--- src/rtl/arm_boot_loader.sv ---
// Boot loader: streams a program into arm_memory port 2, then releases arm_core from reset.
// Optional BOOT_CHECKSUM_EN adds a trailing checksum word that must match before the core starts.
module arm_boot_loader #(
  parameter logic [31:0] BASE_ADDR = 32'h0000_0000,
  parameter int unsigned MAX_WORDS = 1024
) (
  input  logic        clk,
  input  logic        rst,
  input  logic        start,
  input  logic        ld_valid,
  input  logic [31:0] ld_data,
  input  logic        ld_last,
  output logic        ld_ready,
  input  logic [31:0] core_mem_addr,
  input  logic [31:0] core_mem_data_in,
  input  logic        core_mem_write_en,
  input  logic        core_halted,
  output logic [31:0] mem_addr,
  output logic [31:0] mem_data_in,
  output logic        mem_write_en,
  output logic        core_rst,
  output logic        running,
  output logic        done,
  output logic        error,
  output logic [15:0] word_count
);

  localparam logic [15:0] MAX_CNT = 16'(MAX_WORDS);

  typedef enum logic [2:0] {
    S_IDLE,
    S_LOAD,
    S_START,
    S_RUN,
    S_HALT,
    S_ERROR
`ifdef BOOT_CHECKSUM_EN
    , S_CSUM
`endif
  } state_t;

  state_t      state_reg;
  logic [31:0] ptr_reg;
  logic [15:0] word_count_reg;
  logic [31:0] mem_addr_reg;
  logic [31:0] mem_data_reg;
  logic        mem_we_reg;
  logic        ld_ready_reg;
  logic        core_rst_reg;
  logic        running_reg;
  logic        done_reg;
  logic        error_reg;
`ifdef BOOT_CHECKSUM_EN
  logic [31:0] sum_reg;
`endif

  logic accept;
  logic begin_load;
  logic core_owned;

  assign accept     = ld_valid && ld_ready_reg;
  assign begin_load = start && ((state_reg == S_IDLE) || (state_reg == S_HALT) ||
                                (state_reg == S_ERROR));
  // Once the core is out of reset it owns memory port 2, including post-mortem in HALT.
  assign core_owned = (state_reg == S_RUN) || (state_reg == S_HALT);

  always_ff @(posedge clk) begin
    if (!rst) begin
      state_reg      <= S_IDLE;
      ptr_reg        <= BASE_ADDR;
      word_count_reg <= 16'd0;
      mem_addr_reg   <= 32'd0;
      mem_data_reg   <= 32'd0;
      mem_we_reg     <= 1'b0;
      ld_ready_reg   <= 1'b0;
      core_rst_reg   <= 1'b1;
      running_reg    <= 1'b0;
      done_reg       <= 1'b0;
      error_reg      <= 1'b0;
`ifdef BOOT_CHECKSUM_EN
      sum_reg        <= 32'd0;
`endif
    end else begin
      mem_we_reg <= 1'b0;
      if (begin_load) begin
        state_reg      <= S_LOAD;
        ptr_reg        <= BASE_ADDR;
        word_count_reg <= 16'd0;
        ld_ready_reg   <= 1'b1;
        core_rst_reg   <= 1'b1;
        running_reg    <= 1'b0;
        done_reg       <= 1'b0;
        error_reg      <= 1'b0;
`ifdef BOOT_CHECKSUM_EN
        sum_reg        <= 32'd0;
`endif
      end else begin
        case (state_reg)
          S_LOAD: begin
            if (accept) begin
              if (word_count_reg == MAX_CNT) begin
                // Overflowing word is dropped, not written.
                state_reg    <= S_ERROR;
                ld_ready_reg <= 1'b0;
                error_reg    <= 1'b1;
              end else begin
                mem_we_reg     <= 1'b1;
                mem_addr_reg   <= ptr_reg;
                mem_data_reg   <= ld_data;
                ptr_reg        <= ptr_reg + 32'd4;
                word_count_reg <= word_count_reg + 16'd1;
`ifdef BOOT_CHECKSUM_EN
                sum_reg        <= sum_reg + ld_data;
                if (ld_last) begin
                  state_reg <= S_CSUM;
                end
`else
                if (ld_last) begin
                  state_reg    <= S_START;
                  ld_ready_reg <= 1'b0;
                end
`endif
              end
            end
          end
`ifdef BOOT_CHECKSUM_EN
          S_CSUM: begin
            if (accept) begin
              ld_ready_reg <= 1'b0;
              if (ld_data == sum_reg) begin
                state_reg <= S_START;
              end else begin
                state_reg <= S_ERROR;
                error_reg <= 1'b1;
              end
            end
          end
`endif
          S_START: begin
            state_reg    <= S_RUN;
            core_rst_reg <= 1'b0;
            running_reg  <= 1'b1;
          end
          S_RUN: begin
            if (core_halted) begin
              state_reg   <= S_HALT;
              running_reg <= 1'b0;
              done_reg    <= 1'b1;
            end
          end
          default: begin
          end
        endcase
      end
    end
  end

  assign mem_addr     = core_owned ? core_mem_addr     : mem_addr_reg;
  assign mem_data_in  = core_owned ? core_mem_data_in  : mem_data_reg;
  assign mem_write_en = core_owned ? core_mem_write_en : mem_we_reg;
  assign ld_ready     = ld_ready_reg;
  assign core_rst     = core_rst_reg;
  assign running      = running_reg;
  assign done         = done_reg;
  assign error        = error_reg;
  assign word_count   = word_count_reg;

endmodule
--- config.mk ---
export PLATFORM = sky130hd
export DESIGN_NAME = arm_boot_loader
export DESIGN_NICKNAME = d
export VERILOG_FILES = /design/src/rtl/arm_boot_loader.sv
export SDC_FILE = /design/constraint.sdc
export NUM_CORES = 1
export LEC_CHECK = 0
export CAP_MARGIN = 25
export CORE_MARGIN = 4
export CORE_UTILIZATION = 49
export CTS_BUF_LIST = sky130_fd_sc_hd__clkbuf_8
export DETAILED_ROUTE_END_ITERATION = 6
export GPL_TIMING_DRIVEN = 0
export MAX_ROUTING_LAYER = met4
export PLACE_DENSITY_LB_ADDON = 0.3
export SYNTH_ARGS = -nofsm -noshare
export SYNTH_HDL_FRONTEND = slang
export SYNTH_SLANG_ARGS = --single-unit
--- constraint.sdc ---
create_clock -name clk -period 3.4 [get_ports clk]
set_input_delay 0.34 -clock clk [delete_from_list [all_inputs] [get_ports clk]]
set_output_delay 0.34 -clock clk [all_outputs]
set_load 0.02 [all_outputs]
# --- Yosys cells after proc, flatten, opt, wreduce, memory -nomap -nowiden ---
# Index checks and enable logic that the tools add are counted.
classes:
  reduce_logical: 22
  eq_ne: 12
  mux: 17
  bitwise_logic: 5
  add_sub_neg: 2
op_table:
  columns: ["cell", "count"]
  rows:
  - ["32-bit 2-to-1 mux", 2]
  - ["32-bit by 3-bit adder with 32-bit output (second input constant)", 1]
  - ["16-bit by 1-bit adder with 16-bit output (second input constant)", 1]
  - ["16-bit by 11-bit == test with 1-bit output (second input constant)", 1]
  - ["3-bit 2-to-1 mux", 4]
  - ["4-bit AND reduction", 3]
  - ["1-bit 2-to-1 mux", 9]
  - ["3-bit != test (second input constant)", 3]
  - ["3-bit one-hot mux with 3 select lines", 1]
  - ["3-bit AND reduction", 3]
  - ["3-bit by 2-bit == test with 1-bit output (second input constant)", 2]
  - ["3-bit == test (second input constant)", 2]
  - ["2-bit nonzero test", 3]
  - ["3-bit nonzero test", 2]
  - ["1-bit inverter", 5]
  - ["2-bit != test (second input constant)", 2]
  - ["4-bit != test (second input constant)", 1]
  - ["2-bit AND reduction", 2]
  - ["4-bit nonzero test", 1]
  - ["4-bit OR reduction", 1]
  - ["3-bit by 1-bit == test with 1-bit output (second input constant)", 1]
  - ["3-bit logical NOT", 1]
  - ["1-bit logical OR", 3]
  - ["1-bit logical AND", 2]
  - ["other kinds (2)", 2]
word_totals:
  output_inout_bits: 86
  register_bits: 121

# --- Logic depth before layout (Yosys ltp) ---
# Gate-level depths: netlist of the first run.
depth:
  depth_word: 6
  ltp_mapped: 10
  mapped_depth_nobuf: 7

# --- Worst setup path before layout of the first run ---
# Ideal clock, no wire load.
synth_path:
  path_type: "flip-flop to flip-flop"
  from: "register word_count_reg[0], in the netlist word_count[0]"
  to: "register ptr_reg[31]"
  stages_incl_launch_ff: 10
  arrival_time_ps: 2363
  n_path_buf: 2
  slack_ps: 966
  t_required_ps: 3330
  cell_sequence: "dfxtp_1 > inv_1 > ha_1 > nor4b_1 > and4_1 > clkbuf_1 > or4_1 > buf_2 > or3_1 > a21oi_1"
synth_between:
  elab_chain_cells: 3
synth_rtl:
  columns: ["element", "line_no", "source"]
  rows:
  - ["start: declaration", "44", "logic [15:0] word_count_reg;"]
  - ["start signal: assignment", "111", "word_count_reg <= word_count_reg + 16'd1;"]
  - ["16-bit by 11-bit == test with 1-bit output", "101", "if (word_count_reg == MAX_CNT) begin"]
  - ["1-bit inverter (no source line)", null, null]
  - ["3-bit AND reduction (no source line)", null, null]
  - ["end signal: assignment", "110", "ptr_reg <= ptr_reg + 32'd4;"]
  - ["end: declaration", "43", "logic [31:0] ptr_reg;"]
# No other way between the ends.
# A chain may end at the register's enable or synchronous reset.

# --- Final worst setup path of the first run ---
layout_path:
  from: "register state_reg[0]"
  to: "output mem_data_in[9]"
layout_between:
  elab_chain_cells: 3
  word_cells_on_any_way: 4
layout_rtl:
  columns: ["element", "line_no", "source"]
  rows:
  - ["start: declaration", "42", "state_t state_reg;"]
  - ["start signal: assignment", "69", "state_reg <= S_IDLE;"]
  - ["start signal: assignment", "86", "state_reg <= S_LOAD;"]
  - ["start signal: assignment", "103", "state_reg <= S_ERROR;"]
  - ["3-bit by 2-bit == test with 1-bit output / 3-bit == test (equally long branches)", "65", "assign core_owned = (state_reg == S_RUN) || (state_reg == S_HALT);"]
  - ["1-bit logical OR *", "65", null]
  - ["32-bit 2-to-1 mux *", "159", "assign mem_data_in = core_owned ? core_mem_data_in : mem_data_reg;"]
  - ["end: declaration", "19", "output logic [31:0] mem_data_in,"]
# Mark *: on every way between the ends. The rest lies on a longest branch, timed or not.

==> flow_summary.toml, run 1 <==
[cts]
htree_num_levels = 4
cts_max_path_buffers = 2
cts_tree = "done"
clkTransAtPathRegs_ns = 0.08
cts_root_buffer = "clkbuf_8"
cts_buffers = 17
cts_setup_buffers = 0
holdBufCountCts = 0
cts_sinks = 117
clk_latency_ns = 0.42

[route]
viasPerCell = 5.44
vias = 5522
drc_errors = 0
dr.pass1.iters = 5
wl_per_cell_um = 16.6
drt_iter0_markers = 380
drt-total-wl_um = 16800
ant_nets = 0

[global_routing]
grt_max_degree = 17
grt_use_total = 0.266
antenna_found_initial = 0
grt_pass1_wl_um = 27200
grt-ovfl-total = 0
grt_pass1_vias = 5599

[logic_synthesis]
synth_simple_gate_area_frac = 0.246
seq_area_frac_synth = 0.431
synth_cells = 655
synthTopCellsByArea = "dfxtp_1 43%, mux2_2 13%, nand2_1 11%, a21oi_1 7.4%, xnor2_1 4.5%"
netlist_area_um2 = 5430
synth_top_family_by_area = "simple AND/OR/NAND/NOR gates"
avgSynthCellArea_um2 = 8.29
ys_ff_latch = 117
yosysTopAreaCell = "dfxtp_1"
synth_nets = 761
synth_cell_types = 38
yosysWarnings = 0
synth_fa_ha_area_frac = 0.00691
synth.top_cell.area_share = 0.431
synthMuxAreaShare = 0.132
synth_compound_area_frac = 0.0953
synth-xor-area-share = 0.0500

[floorplanning]
die_h_um = 113
start_util = 0.501
num_io_pins = 189
die_area_um2 = 12800
rows = 38
die_w_um = 113
core-area_um2 = 10800

[sta]
timing.fmax_mhz = 308
slew_headroom = 0.584
finalCritPeriodShare = 0.954
setup_viol = 0
rsz0062_at_grt = "no"
tightest_slew_ns = 0.624
finalSetupTns_ns = 0
period_needed_ns = 3.24
slew_viol_final = 0
hold_viol_final = 0
fin_worst_skew_ns = 0.0101

[cells_and_area]
fin_cells = 1015
drive_gt1_frac = 0.128
diodes = 0
syn2layout_area_growth_pct = 45.5
fin_nets = 968
fin_util = 0.729
final_common_cell = "clkdlybuf4s50_1"
largest_reg_flops = 32
final_cell_mix = "188 x clkdlybuf4s50_1, 152 x nand2_1, 117 x dfxtp_1, 80 x a21oi_1, 63 x mux2_2"

[placed_design]
place.gp.congestion = 0.913
io_buffers = 188
dp_cells = 983
place_hpwl_um = 12600

[critical_path]
startpoint = "state_reg[0]"
crit_path_start_kind = "flip-flop"
worstSetupPathType = "reg2out"
cp.arrival_ns = 2.90
rr_startpoint = "word_count[0]"
critPathCaptureType = "output port"
cp_max_fo = 10
cp.required_ns = 3.06

[pwr]
p_sw_mw = 0.702
powerDensity_nw_per_um2 = 367
pwr-share-seq = 0.478
p_leak_nw = 2.69
p_int_mw = 2.20
total_power_mw = 2.90
combPwrFrac = 0.084
vdd_drop_max_mv = 0.246
switching_share = 0.242
clockPowerShare = 0.438

[min_path]
worstHoldStart = "mem_data_reg[28]"
hold_class = "reg2reg"

[job]
cap_violations = 0

[status]
status = "finished clean"
[final timing paths]
path                                          to  depth (start not counted)  slack (ns)
worst min register to register  mem_data_reg[28]                          2        0.45
worst max-delay path              mem_data_in[9]                          8        0.16
worst min-delay path            mem_data_reg[28]                          2        0.45
worst max register to register  mem_addr_reg[22]                         10        0.31
[logic make-up (layout without fill, tap and decap cells)]
| group | count (synthesis) | after routing |
|---|---|---|
| xor gates and xnor gates | 31 | 31 |
| and+or+nand+nor | 287 | 287 |
| DFF | 117 | 117 |
| adders and majority gates | 3 | 3 |
| muxes | 64 | 64 |
| buffers and inverters | 54 | 274 |
| AOI/OAI and AO/OA | 99 | 99 |
[stage by stage]
step,setup WS [ns],instance area (um2),hold slack (ns)
3_3_place_gp,0.0502,7490,0.441
5_1_grt,0.00312,7910,0.451
4_1_cts,0.0670,7910,0.445
3_5_place_dp,0.0143,7490,0.445
2_1_floorplan,0.966,5430,0.434
6_report,0.158,7910,0.453
[power groups by stage]
stage	Sequential [mW]	Combinational [mW]	Clock [mW]
3_3_place_gp	1.42	0.237	0
3_5_place_dp	1.42	0.242	0
4_1_cts	1.39	0.244	1.28
2_1_floorplan	1.42	0.0778	0
6_report	1.39	0.244	1.27
5_1_grt	1.39	0.260	1.34
[synthesized netlist by cell type]
cell      instances
nor3_1            9
buf_1             4
a31oi_1           1
o21ai_1           1
buf_2             2
nand4_2           1
nor4b_1           2
xor2_1            3
and3_1            7
nand3b_1          3
mux2_2           63
nor4_1           19
nand2b_1          3
nor2b_1           2
and2_1            4
or3_1             7
nor3b_1           1
or4b_2            1
mux2i_1           1
xnor2_1          28
o31a_1            1
or2_2             1
nor4_4            1
nand2_1         152
and4_1            5
nand3_1          12
dfxtp_1         117
ha_1              3
clkbuf_1         39
or4_1             3
a21bo_2           3
nand4_1          10
o21ai_0          12
o211ai_1          1
inv_1             9
a21oi_1          80
and4bb_2          1
nor2_1           43
[cell type report]
cell class / instances / area [um2]
plain buffers: 45 / 185
clock inverters: 14 / 155
repair buffers: 188 / 1880
well taps: 140 / 175
inverters: 9 / 33.8
clock buffers: 18 / 248
flip-flops and latches: 117 / 2340
fillers: 821 / 2930
multi-input cells: 484 / 2890
[repair_timing]
| item | in CTS | in global routing |
|---|---|---|
| pin swaps | 0 | 0 |
| resized for setup | 9 | 4 |
| setup endpoints to repair | 50 | 39 |
[worst max-delay path, stage by stage, from the launching register on]
cell             delay, ns
dfxtp_1               0.31
buf_2                 0.17
nor2b_1               0.23
nand2_1               0.07
o21ai_1               0.19
buf_4                 0.27
clkbuf_2              0.30
mux2_2                0.39
clkdlybuf4s50_1       0.54
[routing by layer]
layer,up-vias,global-route usage,wire (um)
met5,-,-,0
met1,2608,0.303,7010
met4,0,0.0785,236
li1,2660,-,-
met2,230,0.474,8450
met3,24,0.0529,1120
Power figures use the tool's default switching activity.
==> inputs of run 2 (changes only) <==
--- a/config.mk
+++ b/config.mk
@@ -11,8 +11,8 @@
 export CTS_BUF_LIST = sky130_fd_sc_hd__clkbuf_8
 export DETAILED_ROUTE_END_ITERATION = 6
 export GPL_TIMING_DRIVEN = 0
-export MAX_ROUTING_LAYER = met4
 export PLACE_DENSITY_LB_ADDON = 0.3
+export SLEW_MARGIN = 10
 export SYNTH_ARGS = -nofsm -noshare
 export SYNTH_HDL_FRONTEND = slang
 export SYNTH_SLANG_ARGS = --single-unit
==> run 2 against run 1 <==
Final cell count is the same. Clock skew is 0.00065 ns higher. Critical endpoint is now mem_data_in[1]. Largest power group is now the clock network. Hold slack is essentially flat. Worst setup slack improved by 0.016 ns.
==> flow_summary.toml, run 2 (synthesized netlist as in run 1, its figures left out) <==
[status]
status = "finished clean"

[sta]
fin_worst_skew_ns = 0.0108
rsz0062_at_grt = "no"
finalSetupTns_ns = 0
tightest_slew_ns = 0.617
hold_viol_final = 0
timing.fmax_mhz = 310
worst_slack_ns = 0.174
slew_viol_final = 0
finalCritPeriodShare = 0.949
period_needed_ns = 3.23
setup_viol = 0
slew_headroom = 0.589

[critical_path]
cp.required_ns = 3.06
path_cells = "buf_2, nand2b_1, o21ai_0, buf_4, buf_2, mux2_2, clkdlybuf4s50_1"
cp_max_fo = 10
cp.arrival_ns = 2.89
reg2regPathDepth = 10
worstSetupPathType = "reg2out"
cp_num_buf_inv = 4
cp_slowest_cell = "clkdlybuf4s50_1"
reg2reg_slack_ns = 0.30
rr_startpoint = "word_count[0]"
crit_path_start_kind = "flip-flop"
cp_common_cell = "buf_2"
slowest_delay_ns = 0.55
path_delay_family = "buffers and inverters"
reg2reg_to = "mem_addr_reg[22]"
critPathCaptureType = "output port"

[global_routing]
grt_use_total = 0.254
grt_pass1_wl_um = 26400
grt_pass1_vias = 5404
grt-ovfl-total = 0
antenna_found_initial = 0
grt_max_degree = 17

[floorplanning]
core-area_um2 = 10800
die_area_um2 = 12800
num_io_pins = 189
die_w_um = 113
rows = 38
die_h_um = 113
start_util = 0.501

[cells_and_area]
final_common_cell = "clkdlybuf4s50_1"
fin_area_um2 = 7940
fin_nets = 968
diodes = 0
fin_cells = 1015
final_cell_mix = "188 x clkdlybuf4s50_1, 152 x nand2_1, 117 x dfxtp_1, 80 x a21oi_1, 63 x mux2_2"
syn2layout_area_growth_pct = 46.2
largest_reg_flops = 32
drive_gt1_frac = 0.126

[cts]
cts_setup_buffers = 0
clkTransAtPathRegs_ns = 0.07
htree_num_levels = 4
cts_sinks = 117
clk_latency_ns = 0.43
cts_buffers = 17
holdBufCountCts = 0
cts_max_path_buffers = 2
cts_resized = 8
cts_root_buffer = "clkbuf_8"
cts_tree = "done"

[min_path]
holdPathStages = 2
hold_class = "reg2reg"
hold_path_end = "mem_data_reg[20]"
worstHoldStart = "mem_data_reg[20]"

[placed_design]
placed_cell_area_um2 = 7490
dp_cells = 983
io_buffers = 188
dpl_worst_slack_ns = 0.0332
place_hpwl_um = 12300
place.gp.congestion = 0.900

[route]
ant_nets = 0
vias = 5492
drc_errors = 0
wl_per_cell_um = 16.2
drt_iter0_markers = 390
viasPerCell = 5.41
dr.pass1.iters = 5
drt-total-wl_um = 16500

[pwr]
powerDensity_nw_per_um2 = 382
p_leak_nw = 2.71
vdd_drop_max_mv = 0.229

[job]
cap_violations = 0
[run 2: worst max path at each step]
stage	startpoint	to	depth (start not counted)	slack, ns
floorplan	word_count[0]	ptr_reg[31]	9	0.97
global placement	state_reg[0]	mem_addr[23]	7	0.05
detailed placement	state_reg[0]	mem_addr[19]	7	0.03
CTS	state_reg[0]	mem_data_in[1]	7	0.04
global route	state_reg[0]	mem_data_in[1]	8	0.0009
finish	state_reg[0]	mem_data_in[1]	7	0.17
[run 2: layout make-up]
cell class | count | area, um2
Fill cell | 821 | 2900
Multi-Input combinational cell | 484 | 2890
Sequential cell | 117 | 2340
Timing Repair Buffer | 188 | 1880
Clock buffer | 17 | 234
Clock inverter | 15 | 205
Buffer | 45 | 184
Tap cell | 140 | 175
Inverter | 9 | 33.8
[run 2: power by group]
part / internal, mW / total, mW / switching (mW)
Clock: 0.804 / 1.40 / 0.599
Sequential: 1.38 / 1.39 / 0.00565
Combinational: 0.143 / 0.243 / 0.0995
[run 2: through the flow]
stage,hold slack [ns],power (mW),utilization
after floorplan,0.434,1.49,-
after global placement,0.441,1.65,0.691
after detailed placement,0.444,1.66,0.691
after CTS,0.440,3.04,0.733
after global routing,0.441,3.13,0.733
final,0.453,3.03,0.733
[run 2: worst min-delay path, stage by stage, from the launching register on]
cell	delay (ns)
dfxtp_1	0.31
nand2_1	0.05
a21oi_1	0.05
[run 2: per-layer routing]
layer	up-vias	part of all wire	wire length (um)	GRT usage
met5	-	0	0	0
met4	0	0.015	242	0.0761
met3	27	0.076	1250	0.0626
met2	236	0.50	8260	0.451
met1	2578	0.41	6700	0.302
li1	2651	-	-	-
